## src/rtl/sht1x_convert_if.sv

```systemverilog
// Raw-sample handshake and Avalon-MM control bus for the SHT1x result converter.
// The master side is the bus controller / CPU fabric; the slave side is sht1x_convert.
interface sht1x_convert_if;
    logic        raw_valid;
    logic        raw_ready;
    logic        raw_kind;
    logic [15:0] raw_data;
    logic [7:0]  raw_crc;

    logic [2:0]  avs_ctrl_address;
    logic        avs_ctrl_read;
    logic        avs_ctrl_write;
    logic [31:0] avs_ctrl_writedata;
    logic [3:0]  avs_ctrl_byteenable;
    logic [31:0] avs_ctrl_readdata;
    logic        avs_ctrl_waitrequest;

    modport master (
        output raw_valid, raw_kind, raw_data, raw_crc,
        output avs_ctrl_address, avs_ctrl_read, avs_ctrl_write,
        output avs_ctrl_writedata, avs_ctrl_byteenable,
        input  raw_ready, avs_ctrl_readdata, avs_ctrl_waitrequest
    );

    modport slave (
        input  raw_valid, raw_kind, raw_data, raw_crc,
        input  avs_ctrl_address, avs_ctrl_read, avs_ctrl_write,
        input  avs_ctrl_writedata, avs_ctrl_byteenable,
        output raw_ready, avs_ctrl_readdata, avs_ctrl_waitrequest
    );
endinterface

```

## src/rtl/sht1x_convert.sv

```systemverilog
// Converts raw SHT1x temperature/humidity words to centi-units and exposes them on Avalon-MM.
// Optional sensor CRC-8 checking is enabled by defining SHT1X_CRC_CHECK_EN.
module sht1x_convert (
    input  logic           csi_MCLK_clk,
    input  logic           rsi_MRST_reset,
    sht1x_convert_if.slave bus
);

    localparam logic [31:0]        ID_WORD   = 32'hEA68_0004;
    localparam logic [15:0]        T_OFFSET  = 16'd4010;
    localparam logic [25:0]        LIN_COEF  = 26'd61572383;
    localparam logic [35:0]        SQ_COEF   = 36'd2677;
    localparam logic signed [39:0] RH_OFFSET = 40'sd3433940582;
    localparam logic signed [15:0] RH_MAX    = 16'sd10000;

    typedef enum logic [2:0] {IDLE, TEMP, SQR, LIN, SUM, CLAMP} state_t;

    state_t state, next_state;
    logic   ready_q;
    logic [3:0] bit_idx;

    logic raw_ready_c, accept, sq_step, lin_step, sum_step, load_t, load_rh, last_bit;

    logic        kind_q;
    logic [15:0] data_q;
    logic [11:0] so;
    logic [23:0] sq_acc;
    logic [37:0] lin_acc;
    logic [35:0] sq_term;
    logic signed [39:0] sum_acc;
    logic signed [15:0] rh_r;
    logic [15:0] t_value, rh_value;

    logic [15:0] t_reg, rh_reg;
    logic [7:0]  cnt;
    logic        t_valid, rh_valid, crc_err;
    logic [31:0] readdata_q, rd_mux;
    logic        crc_ok, status_rd, crc_clr;

    // ---------------- FSM: state register ----------------
    always_ff @(posedge csi_MCLK_clk or posedge rsi_MRST_reset) begin
        if (rsi_MRST_reset) begin
            state   <= IDLE;
            ready_q <= 1'b0;
            bit_idx <= 4'd0;
        end else begin
            state   <= next_state;
            ready_q <= 1'b1;
            bit_idx <= ((sq_step || lin_step) && !last_bit) ? bit_idx + 4'd1 : 4'd0;
        end
    end

    // ---------------- FSM: next state ----------------
    // NOTE: combinational blocks use blocking '=' so later lines see earlier results; flops use '<='.
    always_comb begin
        next_state = state;
        case (state)
            IDLE:    if (accept) next_state = bus.raw_kind ? SQR : TEMP;
            TEMP:    next_state = IDLE;
            SQR:     if (last_bit) next_state = LIN;
            LIN:     if (last_bit) next_state = SUM;
            SUM:     next_state = CLAMP;
            CLAMP:   next_state = IDLE;
            default: next_state = IDLE;
        endcase
    end

    // ---------------- FSM: outputs ----------------
    // NOTE: every output gets a default first so no path leaves it unassigned (no latches).
    always_comb begin
        raw_ready_c = 1'b0;
        sq_step     = 1'b0;
        lin_step    = 1'b0;
        sum_step    = 1'b0;
        load_t      = 1'b0;
        load_rh     = 1'b0;
        case (state)
            IDLE:    raw_ready_c = ready_q;
            TEMP:    load_t      = 1'b1;
            SQR:     sq_step     = 1'b1;
            LIN:     lin_step    = 1'b1;
            SUM:     sum_step    = 1'b1;
            CLAMP:   load_rh     = 1'b1;
            default: raw_ready_c = 1'b0;
        endcase
    end

    assign accept   = raw_ready_c && bus.raw_valid;
    assign last_bit = (bit_idx == 4'd11);
    assign bus.raw_ready = raw_ready_c;

    // ---------------- datapath ----------------
    assign so      = data_q[11:0];
    assign sq_term = 36'(sq_acc) * SQ_COEF;

    // NOTE: datapath registers carry no reset; the FSM never consumes them before an accept loads them.
    always_ff @(posedge csi_MCLK_clk) begin
        if (accept) begin
            kind_q  <= bus.raw_kind;
            data_q  <= bus.raw_data;
            sq_acc  <= 24'd0;
            lin_acc <= 38'd0;
        end
        if (sq_step && so[bit_idx])
            sq_acc <= sq_acc + (24'(so) << bit_idx);
        if (lin_step && so[bit_idx])
            lin_acc <= lin_acc + (38'(LIN_COEF) << bit_idx);
        if (sum_step)
            sum_acc <= $signed({2'b00, lin_acc}) - $signed({4'b0000, sq_term}) - RH_OFFSET;
    end

    assign t_value = {2'b00, data_q[13:0]} - T_OFFSET;
    assign rh_r    = sum_acc[39:24];

    always_comb begin
        if (rh_r < 16'sd0)
            rh_value = 16'd0;
        else if (rh_r > RH_MAX)
            rh_value = 16'd10000;
        else
            rh_value = rh_r;
    end

`ifdef SHT1X_CRC_CHECK_EN
    logic [7:0] crc_q;

    always_ff @(posedge csi_MCLK_clk) begin
        if (accept) crc_q <= bus.raw_crc;
    end

    // Bit-serial CRC-8 (poly 0x31, init 0) unrolled over command byte plus data word.
    function automatic logic [7:0] crc8_msb(input logic [23:0] msg);
        logic [7:0] crc;
        logic       fb;
        crc = 8'h00;
        for (int i = 23; i >= 0; i--) begin
            fb  = crc[7] ^ msg[i];
            crc = {crc[6:0], 1'b0} ^ (fb ? 8'h31 : 8'h00);
        end
        return crc;
    endfunction

    function automatic logic [7:0] rev8(input logic [7:0] v);
        logic [7:0] r;
        for (int i = 0; i < 8; i++) r[i] = v[7-i];
        return r;
    endfunction

    // The sensor ships its CRC LSB-first, so the received byte is compared reversed.
    assign crc_ok = (crc8_msb({kind_q ? 8'h05 : 8'h03, data_q}) == rev8(crc_q));

    logic unused_bits;
    assign unused_bits = ^{sum_acc[23:0], bus.avs_ctrl_writedata[31:3],
                           bus.avs_ctrl_writedata[1:0], bus.avs_ctrl_byteenable[3:1]};
`else
    assign crc_ok = 1'b1;

    logic unused_bits;
    assign unused_bits = ^{kind_q, data_q[15:14], bus.raw_crc, sum_acc[23:0],
                           bus.avs_ctrl_writedata[31:3], bus.avs_ctrl_writedata[1:0],
                           bus.avs_ctrl_byteenable[3:1]};
`endif

    // ---------------- register file ----------------
    assign status_rd = bus.avs_ctrl_read && (bus.avs_ctrl_address == 3'd3);
    assign crc_clr   = bus.avs_ctrl_write && (bus.avs_ctrl_address == 3'd3) &&
                       bus.avs_ctrl_byteenable[0] && bus.avs_ctrl_writedata[2];

    always_comb begin
        rd_mux = 32'd0;
        case (bus.avs_ctrl_address)
            3'd0:    rd_mux = ID_WORD;
            3'd1:    rd_mux = {{16{t_reg[15]}}, t_reg};
            3'd2:    rd_mux = {16'd0, rh_reg};
            3'd3:    rd_mux = {16'd0, cnt, 5'd0, crc_err, rh_valid, t_valid};
            default: rd_mux = 32'd0;
        endcase
    end

    // Later assignments win: a result load overrides a same-edge status-read clear.
    always_ff @(posedge csi_MCLK_clk or posedge rsi_MRST_reset) begin
        if (rsi_MRST_reset) begin
            readdata_q <= 32'd0;
            t_reg      <= 16'd0;
            rh_reg     <= 16'd0;
            cnt        <= 8'd0;
            t_valid    <= 1'b0;
            rh_valid   <= 1'b0;
            crc_err    <= 1'b0;
        end else begin
            if (bus.avs_ctrl_read) readdata_q <= rd_mux;
            if (status_rd) begin
                t_valid  <= 1'b0;
                rh_valid <= 1'b0;
            end
            if (crc_clr) crc_err <= 1'b0;
            if (load_t || load_rh) begin
                if (crc_ok) begin
                    cnt <= cnt + 8'd1;
                    if (load_t) begin
                        t_reg   <= t_value;
                        t_valid <= 1'b1;
                    end else begin
                        rh_reg   <= rh_value;
                        rh_valid <= 1'b1;
                    end
                end else begin
                    crc_err <= 1'b1;
                end
            end
        end
    end

    assign bus.avs_ctrl_readdata    = readdata_q;
    assign bus.avs_ctrl_waitrequest = 1'b0;

endmodule

```

## src/flat_wrapper.sv

```systemverilog
// flat-port wrapper written by rule: the top's interface ports become plain ports
module sht1x_convert_flat 
  (csi_MCLK_clk, rsi_MRST_reset, bus_raw_valid, bus_raw_kind, bus_raw_data, bus_raw_crc, bus_avs_ctrl_address, bus_avs_ctrl_read, bus_avs_ctrl_write, bus_avs_ctrl_writedata, bus_avs_ctrl_byteenable, bus_raw_ready, bus_avs_ctrl_readdata, bus_avs_ctrl_waitrequest);
  sht1x_convert_if bus_i ();
  input  logic csi_MCLK_clk;
  input  logic rsi_MRST_reset;
  input wire logic [$bits(bus_i.raw_valid)-1:0] bus_raw_valid;
  input wire logic [$bits(bus_i.raw_kind)-1:0] bus_raw_kind;
  input wire logic [$bits(bus_i.raw_data)-1:0] bus_raw_data;
  input wire logic [$bits(bus_i.raw_crc)-1:0] bus_raw_crc;
  input wire logic [$bits(bus_i.avs_ctrl_address)-1:0] bus_avs_ctrl_address;
  input wire logic [$bits(bus_i.avs_ctrl_read)-1:0] bus_avs_ctrl_read;
  input wire logic [$bits(bus_i.avs_ctrl_write)-1:0] bus_avs_ctrl_write;
  input wire logic [$bits(bus_i.avs_ctrl_writedata)-1:0] bus_avs_ctrl_writedata;
  input wire logic [$bits(bus_i.avs_ctrl_byteenable)-1:0] bus_avs_ctrl_byteenable;
  output wire logic [$bits(bus_i.raw_ready)-1:0] bus_raw_ready;
  output wire logic [$bits(bus_i.avs_ctrl_readdata)-1:0] bus_avs_ctrl_readdata;
  output wire logic [$bits(bus_i.avs_ctrl_waitrequest)-1:0] bus_avs_ctrl_waitrequest;
  assign bus_i.raw_valid = bus_raw_valid;
  assign bus_i.raw_kind = bus_raw_kind;
  assign bus_i.raw_data = bus_raw_data;
  assign bus_i.raw_crc = bus_raw_crc;
  assign bus_i.avs_ctrl_address = bus_avs_ctrl_address;
  assign bus_i.avs_ctrl_read = bus_avs_ctrl_read;
  assign bus_i.avs_ctrl_write = bus_avs_ctrl_write;
  assign bus_i.avs_ctrl_writedata = bus_avs_ctrl_writedata;
  assign bus_i.avs_ctrl_byteenable = bus_avs_ctrl_byteenable;
  assign bus_raw_ready = bus_i.raw_ready;
  assign bus_avs_ctrl_readdata = bus_i.avs_ctrl_readdata;
  assign bus_avs_ctrl_waitrequest = bus_i.avs_ctrl_waitrequest;
  sht1x_convert u_core (.csi_MCLK_clk(csi_MCLK_clk), .rsi_MRST_reset(rsi_MRST_reset), .bus(bus_i));
endmodule
```

## config.mk

```make
export PLATFORM = sky130hd
export DESIGN_NAME = sht1x_convert_flat
export DESIGN_NICKNAME = d
export VERILOG_FILES = /design/src/rtl/sht1x_convert_if.sv /design/src/rtl/sht1x_convert.sv /design/src/flat_wrapper.sv
export SDC_FILE = /design/constraint.sdc
export NUM_CORES = 1
export LEC_CHECK = 0
export CORE_ASPECT_RATIO = 0.6
export CORE_MARGIN = 5
export CORE_UTILIZATION = 55
export CTS_CLUSTER_DIAMETER = 120
export DETAILED_ROUTE_END_ITERATION = 8
export GPL_ROUTABILITY_DRIVEN = 0
export MAX_ROUTING_LAYER = met4
export PLACE_DENSITY = 0.77
export SYNTH_ARGS = -nofsm -noshare
export SYNTH_HDL_FRONTEND = slang
export SYNTH_SLANG_ARGS = --single-unit
export TNS_END_PERCENT = 5
```

## constraint.sdc

```tcl
create_clock -name csi_MCLK_clk -period 5.81 [get_ports csi_MCLK_clk]
set_clock_uncertainty 0.2 [all_clocks]
set_input_delay 1.743 -clock csi_MCLK_clk [delete_from_list [all_inputs] [get_ports csi_MCLK_clk]]
set_output_delay 1.743 -clock csi_MCLK_clk [all_outputs]
set_load 0.05 [all_outputs]
```

==> Word-level counts from Yosys, hierarchy flattened <==
Cells that the tools add are included.
{ "totals": {"ff_bits": 198, "wordCells": 81} }
{ "op_classes": {"addsub": 7, "multipliers": 1, "magnitude_cmp": 3, "eq_ne": 12, "n_shift": 2, "mux": 27, "bitwise_logic": 1, "reduce_logical": 15} }
{ "op_table": {"columns": ["cell", "n"], "rows": [
  ["32-bit case mux with 4 select lines", 1],
  ["38-bit 2-to-1 mux", 2],
  ["24-bit 2-to-1 mux", 2],
  ["40-bit by 33-bit subtractor with 40-bit output, second input constant", 1],
  ["38-bit by 36-bit subtractor with 39-bit output", 1],
  ["38-bit adder", 1],
  ["26-bit by 4-bit left shift with 38-bit output, first input constant", 1],
  ["24-bit by 12-bit multiplier with 36-bit output, second input constant", 1],
  ["16-bit 2-to-1 mux", 2],
  ["24-bit adder", 1],
  ["12-bit by 4-bit left shift with 24-bit output", 1],
  ["16-bit by 15-bit greater-than comparator with 1-bit output, second input constant", 1],
  ["16-bit by 1-bit less-than comparator with 1-bit output, second input constant", 1],
  ["14-bit by 12-bit subtractor with 15-bit output, second input constant", 1],
  ["1-bit 2-to-1 mux", 13],
  ["3-bit by 2-bit == test with 1-bit output, second input constant", 4],
  ["3-bit case mux with 4 select lines", 1],
  ["3-bit 2-to-1 mux", 3],
  ["8-bit by 1-bit adder with 8-bit output, second input constant", 1],
  ["3-bit by 1-bit == test with 1-bit output, second input constant", 2],
  ["3-bit == test, second input constant", 2],
  ["3-bit zero test", 2],
  ["2-bit by 1-bit inequality test with 1-bit output, second input constant", 3],
  ["1-bit logical AND", 5],
  ["other kinds (12)", 15]
]} }

==> Logic depth before layout (Yosys ltp) <==
Gate-level depths: netlist of run 1.
{ "logic_depth": {"depth_word": 5, "mapped_depth": 23, "mapped_depth_nobuf": 23} }

==> Worst setup path after synthesis of run 1 <==
Ideal clock, no wire load.
{ "synth_path": {"kind": "reg2reg", "from": "register u_core.sq_acc[1]", "to": "register u_core.sum_acc[36] (data pin)", "arrival_time_ns": 5.907, "slack_ns": -0.563, "path_stages_with_launch": 23, "period_less_slack_ns": 6.373, "path_cell_list": "edfxtp_1 ha_1 fa_1 inv_1 fa_1 fa_1 inv_1 fa_1 inv_1 ha_1 buf_2 nand4_1 nor3_1 o2111ai_1 a21oi_1 o21ai_1 a211oi_1 a211oi_2 a211oi_4 o211ai_4 a211o_2 nand2b_4 xor2_1"} }
{ "synth_via": {"elab_chain_len": 3} }
{ "synth_rtl": {"columns": ["item", "line", "source"], "rows": [
  ["from (decl)", "sht1x_convert.sv:27", "logic [23:0] sq_acc;"],
  ["from (signal assigned)", "sht1x_convert.sv:105", "sq_acc <= sq_acc + (24'(so) << bit_idx);"],
  ["24-bit by 12-bit multiplier with 36-bit output", "sht1x_convert.sv:94", "assign sq_term = 36'(sq_acc) * SQ_COEF;"],
  ["38-bit by 36-bit subtractor with 39-bit output", "sht1x_convert.sv:109", "sum_acc <= $signed({2'b00, lin_acc}) - $signed({4'b0000, sq_term}) - RH_OFFSET;"],
  ["40-bit by 33-bit subtractor with 40-bit output", "sht1x_convert.sv:109", null],
  ["to (signal assigned)", "sht1x_convert.sv:109", null],
  ["to (decl)", "sht1x_convert.sv:30", "logic signed [39:0] sum_acc;"]
]} }
No other way between the ends.
A chain may end at the register's enable or synchronous reset.

==> Worst setup path after layout of run 1 <==
{ "layout_path": {"from": "register u_core.sq_acc[13]", "to": "register u_core.sum_acc[38] (data pin)"} }
The elaborated chain is that of the path after synthesis.

==> results.toml, run 1 <==
[run_status]
status = "complete, but fails checks"
violations = "negative setup slack"

[yosys]
yosys_register_bits = 158
synth_mux_area_share_pct = 1.89
synthTopCellsByArea = "ha_1 15%, edfxtp_1 15%, fa_1 15%, dfrtp_1 9.3%, inv_1 6.5%"
avgSynthCellArea_um2 = 9.15
synth_ff_type = "edfxtp_1"
synth-compound-area-share_pct = 16.7
synth_edf_count = 92
synth-simple-area-share_pct = 12.2
synth_top_family_by_area = "adder cells"
yosysWarnings = 0
synth_area_leader_cell = "ha_1"
syn_nets = 2377
synthAdderAreaFrac_pct = 30.8
netlist_area_um2 = 17800
synth_cell_type_count = 87
ys_seq_area_share_pct = 24.7
async_flop_share_pct = 41.8
netlist.area_leader.share_pct = 15.5
syn_inst = 1951
synth_xor_area_share_pct = 5.11

[cells_and_area]
final_area_um2 = 21800
top_register = "u_core.lin_acc"
n_fill_cell = 2315
nNetsFinal = 2646
diodes = 0
drive_above_1_share_pct = 19.2
largest_reg_flops = 38
syn2layout_area_growth_pct = 22.4

[critical_path]
critPathCaptureType = "flip-flop"
crit_chain = "buf_4, ha_4, fa_1, fa_1, inv_1, fa_1, inv_1, fa_1, inv_2, ha_4, nand4_1, nor3_4, buf_4, a22oi_2, a21oi_2, buf_4, or3_4, a211oi_2, a211oi_2, a211oi_4, o211ai_4, a2111oi_4, nand2_1, xor2_1"
cp_top_family = "adder cells"
cp.arrival_ps = 6570
cp-start-kind = "flip-flop"
slowest_stage = "fa_1"
crit_top_cell = "fa_1"
timing_worst_setup_path_type = "flip-flop to flip-flop"
cp.required_ps = 5790
worst-path-max-fanout = 4
slowest_delay_ps = 530
worst-path-buf-inv = 6

[clocking]
cts_buffers = 17
cts_tree = "yes"
clk_root_buffer_cell = "clkbuf_16"
cts_num_sinks = 158
h-tree-depth = 4
clk_path_buf_depth = 2
path_clk_slew_ps = 70
clk_latency_ps = 440

[sta]
hold_slack_ps = 274
slew_violations = 0
worst_pin_slew_ps = 1190
slew_headroom_pct = 20.7
period_needed_ps = 6580
layout_setup_ws_ps = -773
rsz0062_at_grt = "yes"
timing.final.crit_share_pct = 113
setup_violations = 16
hold_viol = 0
fmax_mhz = 152

[floorplanning]
die_h_um = 150
io_pins = 103
rows = 51
die_width_um = 243
start_util_pct = 55.4
dieArea_um2 = 36300
core_um2 = 32200

[grt]
grt_start_max_net_pins = 62
grt_pass1_vias = 15300
grtUsageTotal_pct = 29.6
antenna_found_initial = 0
grt_first_pass_wirelength_um = 82200
grt.overflow.total = 0

[drt]
drtIter0Drc = 1546
vias = 15500
via_per_inst = 5.83
wl_per_cell_um = 19.8
firstDrtPassIters = 9
wirelength_um = 52700
drc = 0
detail-route-antenna-nets = 0

[min_path]
hold_class = "flip-flop to flip-flop"

[placement]
placed_area_um2 = 20400
dp_hpwl_um = 41500
place_ws_ps = -933
portBuffers = 54

[flow_run]
cap_violations = 0
## Yosys cell counts (5+ instances only)
library cell and count:
inv_1 311, and2_1 15, nand2_1 135, o31ai_1 12, clkbuf_1 35, xnor2_1 58, mux2i_1 10, o21ai_0 93
a31oi_1 12, buf_2 8, a211oi_1 15, nor2_1 165, edfxtp_1 92, o21a_1 16, o211ai_1 7, nand3_1 27
o21ai_1 5, nor3b_1 7, o22ai_1 21, dfrtp_1 66, or3_1 15, nand2b_1 14, o21bai_1 14, a21oi_1 96
nor3_1 33, buf_1 11, mux2_2 19, nor2b_1 18, o41ai_1 5, and3_1 13, fa_1 136, nand4_1 12
a21boi_0 11, xor2_1 46, a22o_1 13, nor4_1 5, a21o_1 54, a22oi_1 15, buf_4 15, ha_1 221
## routing by layer
layer,global-route usage [%],vias to the layer above,wire [um]
li1,-,7202,-
met4,5.56,0,1010
met3,10.4,98,6100
met1,41.9,7484,23600
met5,-,-,0
met2,41.5,709,22000
## worst paths after layout
check	slack, ps	depth (start not counted)	end	start
setup reg to reg	-770	24	u_core.sum_acc[38]	u_core.sq_acc[13]
hold reg to reg	270	2	u_core.t_reg[13]	u_core.t_reg[13]
setup / recovery	-770	24	u_core.sum_acc[38]	u_core.sq_acc[13]
max in group asynchronous	2890	3	u_core.rh_reg[9]	rsi_MRST_reset
min in group asynchronous	1640	2	u_core.state[2]	rsi_MRST_reset
hold / removal	270	2	u_core.t_reg[13]	u_core.t_reg[13]
## layout by cell type, fill, tap and decap left out, types with 18 or more instances in the layout
cell             Yosys  routed
a21o_1              54      54
a21oi_1             96      87
buf_4               15     259
clkdlybuf4s50_1      0      54
dfrtp_1             66      65
edfxtp_1            92      92
fa_1               136     133
ha_1               221     189
ha_4                 0      29
inv_1              311     306
mux2_2              19      18
nand2_1            135     132
nand3_1             27      26
nor2_1             165     164
nor2b_1             18      18
nor3_1              33      29
o21ai_0             93      81
o22ai_1             21      21
xnor2_1             58      57
xor2_1              46      46
## area by class of cell
cell class              instances  area [um^2]  area share (%)
well taps                     424          531            2.43
multi-input cells            1409        12600            57.6
flip-flops and latches        158         4420            20.2
clock inverters                13          121           0.556
inverters                     313         1170            5.38
clock buffers                  19          443            2.03
repair buffers                321         2570            11.8
## kinds of logic after synthesis
kind of cell,count (synthesis)
AO/OA/AOI/OAI,443
XOR/XNOR,104
adder cells (fa/ha/maj),357
buffers and inverters,384
flip-flops,158
multiplexers,30
other,2
AND/OR/NAND/NOR,473
## worst min-delay path, delay by kind of cell, from the launching register on
kind	cells	cell delay, ps
AND/OR/NAND/NOR	1	50
flip-flops	1	340
AO/OA/AOI/OAI	1	60
## stage by stage
| step | cells | TNS [ps] | util, % |
|---|---|---|---|
| 5_1_grt | 2657 | -11710 | 67.8 |
| 4_1_cts | 2642 | -7550 | 66.9 |
| 3_3_place_gp | 2586 | -9150 | 63.4 |
| 6_report | 2657 | -8680 | 67.8 |
| 3_5_place_dp | 2586 | -11220 | 63.4 |
| 2_1_floorplan | 1951 | -2420 | - |
## repair_timing
action	CTS	global route
endpoints found under the setup margin	16	18
endpoints found under the hold margin	0	0
hold buffers	0	0
pin swaps	40	32
setup buffers	25	15
gates resized for setup	69	35
Power of run 1 is not shown: default switching activity piles up to over one toggle a cycle in this logic, so the estimate is an artifact.
==> inputs of run 2 (changes only) <==
--- a/config.mk
+++ b/config.mk
@@ -12,7 +12,7 @@
 export DETAILED_ROUTE_END_ITERATION = 8
 export GPL_ROUTABILITY_DRIVEN = 0
 export MAX_ROUTING_LAYER = met4
-export PLACE_DENSITY = 0.77
+export PLACE_DENSITY = 0.74
 export SYNTH_ARGS = -nofsm -noshare
 export SYNTH_HDL_FRONTEND = slang
 export SYNTH_SLANG_ARGS = --single-unit
==> constraint.sdc (replaced) <==
create_clock -name csi_MCLK_clk -period 6.85 [get_ports csi_MCLK_clk]
set_clock_uncertainty 0.2 [all_clocks]
set_input_delay 2.055 -clock csi_MCLK_clk [delete_from_list [all_inputs] [get_ports csi_MCLK_clk]]
set_output_delay 2.055 -clock csi_MCLK_clk [all_outputs]
set_load 0.05 [all_outputs]
==> run 2 against run 1 <==
The run now ends clean. Cell area is 5.1% lower. Worst hold slack worse by 3.1 ps. Register-to-register slack gained 850 ps. Fmax fell by 2.8%. Die area unchanged. Core utilization decreased by 3.5 points. Setup slack better by 850 ps. Flip-flop and latch count unchanged. Largest cell class unchanged. Critical path depth shrank 2.
==> results.toml, run 2 (synthesis gave the netlist of run 1 again) <==
[floorplanning]
die_width_um = 243
start_util_pct = 55.4
core_um2 = 32200
die_h_um = 150
io_pins = 103
dieArea_um2 = 36300
rows = 51

[critical_path]
crit_top_cell = "fa_1"
critPathCaptureType = "flip-flop"
crit_chain = "buf_6, ha_4, fa_2, fa_1, fa_1, inv_1, fa_1, ha_4, nand4_1, buf_6, buf_12, nor3_2, nor4_2, a211oi_1, o21a_1, o21a_1, a211oi_4, a211oi_4, o211ai_4, a2111oi_4, nand2_1, xor2_1"
worst-path-max-fanout = 8
cp.arrival_ps = 6770
crit_cells = 22
slowest_delay_ps = 570
worst-path-buf-inv = 4
cp-start-kind = "flip-flop"
r2r_start = "u_core.sq_acc[9]"
timing_worst_setup_path_type = "flip-flop to flip-flop"
cp_top_family = "adder cells"
worstRegToRegCells = 22
r2r-end = "u_core.sum_acc[38]"
cp.required_ps = 6850
slowest_stage = "fa_1"
r2r_slack_ps = 80

[clocking]
clk_latency_ps = 450
h-tree-depth = 4
clk_path_buf_depth = 2
clk_root_buffer_cell = "clkbuf_16"
cts_tree = "yes"
cts_buffers = 17
cts_num_sinks = 158
path_clk_slew_ps = 70

[grt]
grtUsageTotal_pct = 26.9
grt_pass1_vias = 13800
grt.overflow.total = 0
grt_start_max_net_pins = 67
grt_first_pass_wirelength_um = 75000
antenna_found_initial = 3

[sta]
period_needed_ps = 6770
hold_slack_ps = 271
hold_viol = 0
slew_headroom_pct = 24.4
setup_violations = 0
layout_setup_ws_ps = 77.8
slew_violations = 0
fmax_mhz = 148
worst_pin_slew_ps = 1130
timing.final.crit_share_pct = 98.9
rsz0062_at_grt = "yes"

[drt]
wl_per_cell_um = 19.8
drc = 0
wirelength_um = 49900
vias = 14700
via_per_inst = 5.83
drtIter0Drc = 1773
firstDrtPassIters = 5
detail-route-antenna-nets = 0

[cells_and_area]
largest_reg_flops = 38
drive_above_1_share_pct = 13.2
final_cell_mix = "305 x inv_1, 189 x ha_1, 165 x nor2_1, 134 x fa_1, 132 x nand2_1"
top_register = "u_core.lin_acc"
syn2layout_area_growth_pct = 16.1
nNetsFinal = 2503
multi_input_area_um2 = 12500
ff_latch_area_um2 = 4420
final_common_cell = "inv_1"
n_fill_cell = 2424

[min_path]
hold_class = "flip-flop to flip-flop"
hold_depth = 1
hp-start = "u_core.cnt[7]"
holdPathEnd = "u_core.cnt[7]"

[placement]
portBuffers = 54
place_ws_ps = -6.76
dp_hpwl_um = 38800

[run_status]
status = "finished clean"

[flow_run]
cap_violations = 0
-- run 2: area by class of cell --
| type | count | area share [%] |
|---|---|---|
| inverter | 313 | 5.67 |
| tap | 424 | 2.56 |
| multi-input combinational | 1409 | 60.4 |
| sequential | 158 | 21.3 |
| clock inverter | 12 | 0.531 |
| antenna | 2 | 0.0242 |
| timing repair buffer | 178 | 7.22 |
| clock buffer | 20 | 2.31 |
-- run 2: layer usage --
layer / share of wire [%] / GRT usage, % / up-vias
met5: 0 / - / -
met4: 1.8 / 5.33 / 0
met3: 10 / 7.41 / 82
met2: 40 / 35.0 / 613
met1: 47 / 41.6 / 7078
li1: - / - / 6906
-- run 2: through the flow --
stage | instances | setup TNS (ps) | util, % | cell area [um^2]
finish | 2516 | 0 | 64.3 | 20700
global route | 2516 | -341 | 64.3 | 20700
CTS | 2467 | 0 | 61.3 | 19800
detailed placement | 2435 | -6.76 | 59.4 | 19100
global placement | 2435 | 0 | 59.4 | 19100
floorplan | 1951 | 0 | - | 17800
-- run 2: timing repair --
action	in CTS	in global routing
setup buffers	0	47
setup endpoints to repair	4	11
hold buffers	0	0
pin swaps	1	44
resized for setup	4	97
cloned	0	0
-- run 2: worst max-delay path by stage --
stage	start	to
after floorplan	u_core.sq_acc[1]	u_core.sum_acc[36]
after global placement	u_core.sq_acc[5]	u_core.sum_acc[36]
after detailed placement	u_core.sq_acc[5]	u_core.sum_acc[36]
after CTS	u_core.sq_acc[6]	u_core.sum_acc[38]
after global routing	u_core.sq_acc[9]	u_core.sum_acc[38]
final	u_core.sq_acc[9]	u_core.sum_acc[38]
-- run 2: worst reg2reg max path: stages, from the launching register on --
cell and delay [ps]:
edfxtp_1 520, buf_6 180, ha_4 250, fa_2 540, fa_1 440, fa_1 570
inv_1 60, fa_1 480, ha_4 350, nand4_1 200, buf_6 180, buf_12 120
nor3_2 280, nor4_2 110, a211oi_1 310, o21a_1 210, o21a_1 170, a211oi_4 70
a211oi_4 300, o211ai_4 170, a2111oi_4 470, nand2_1 150, xor2_1 180
Power of run 2 is left out for the same reason.
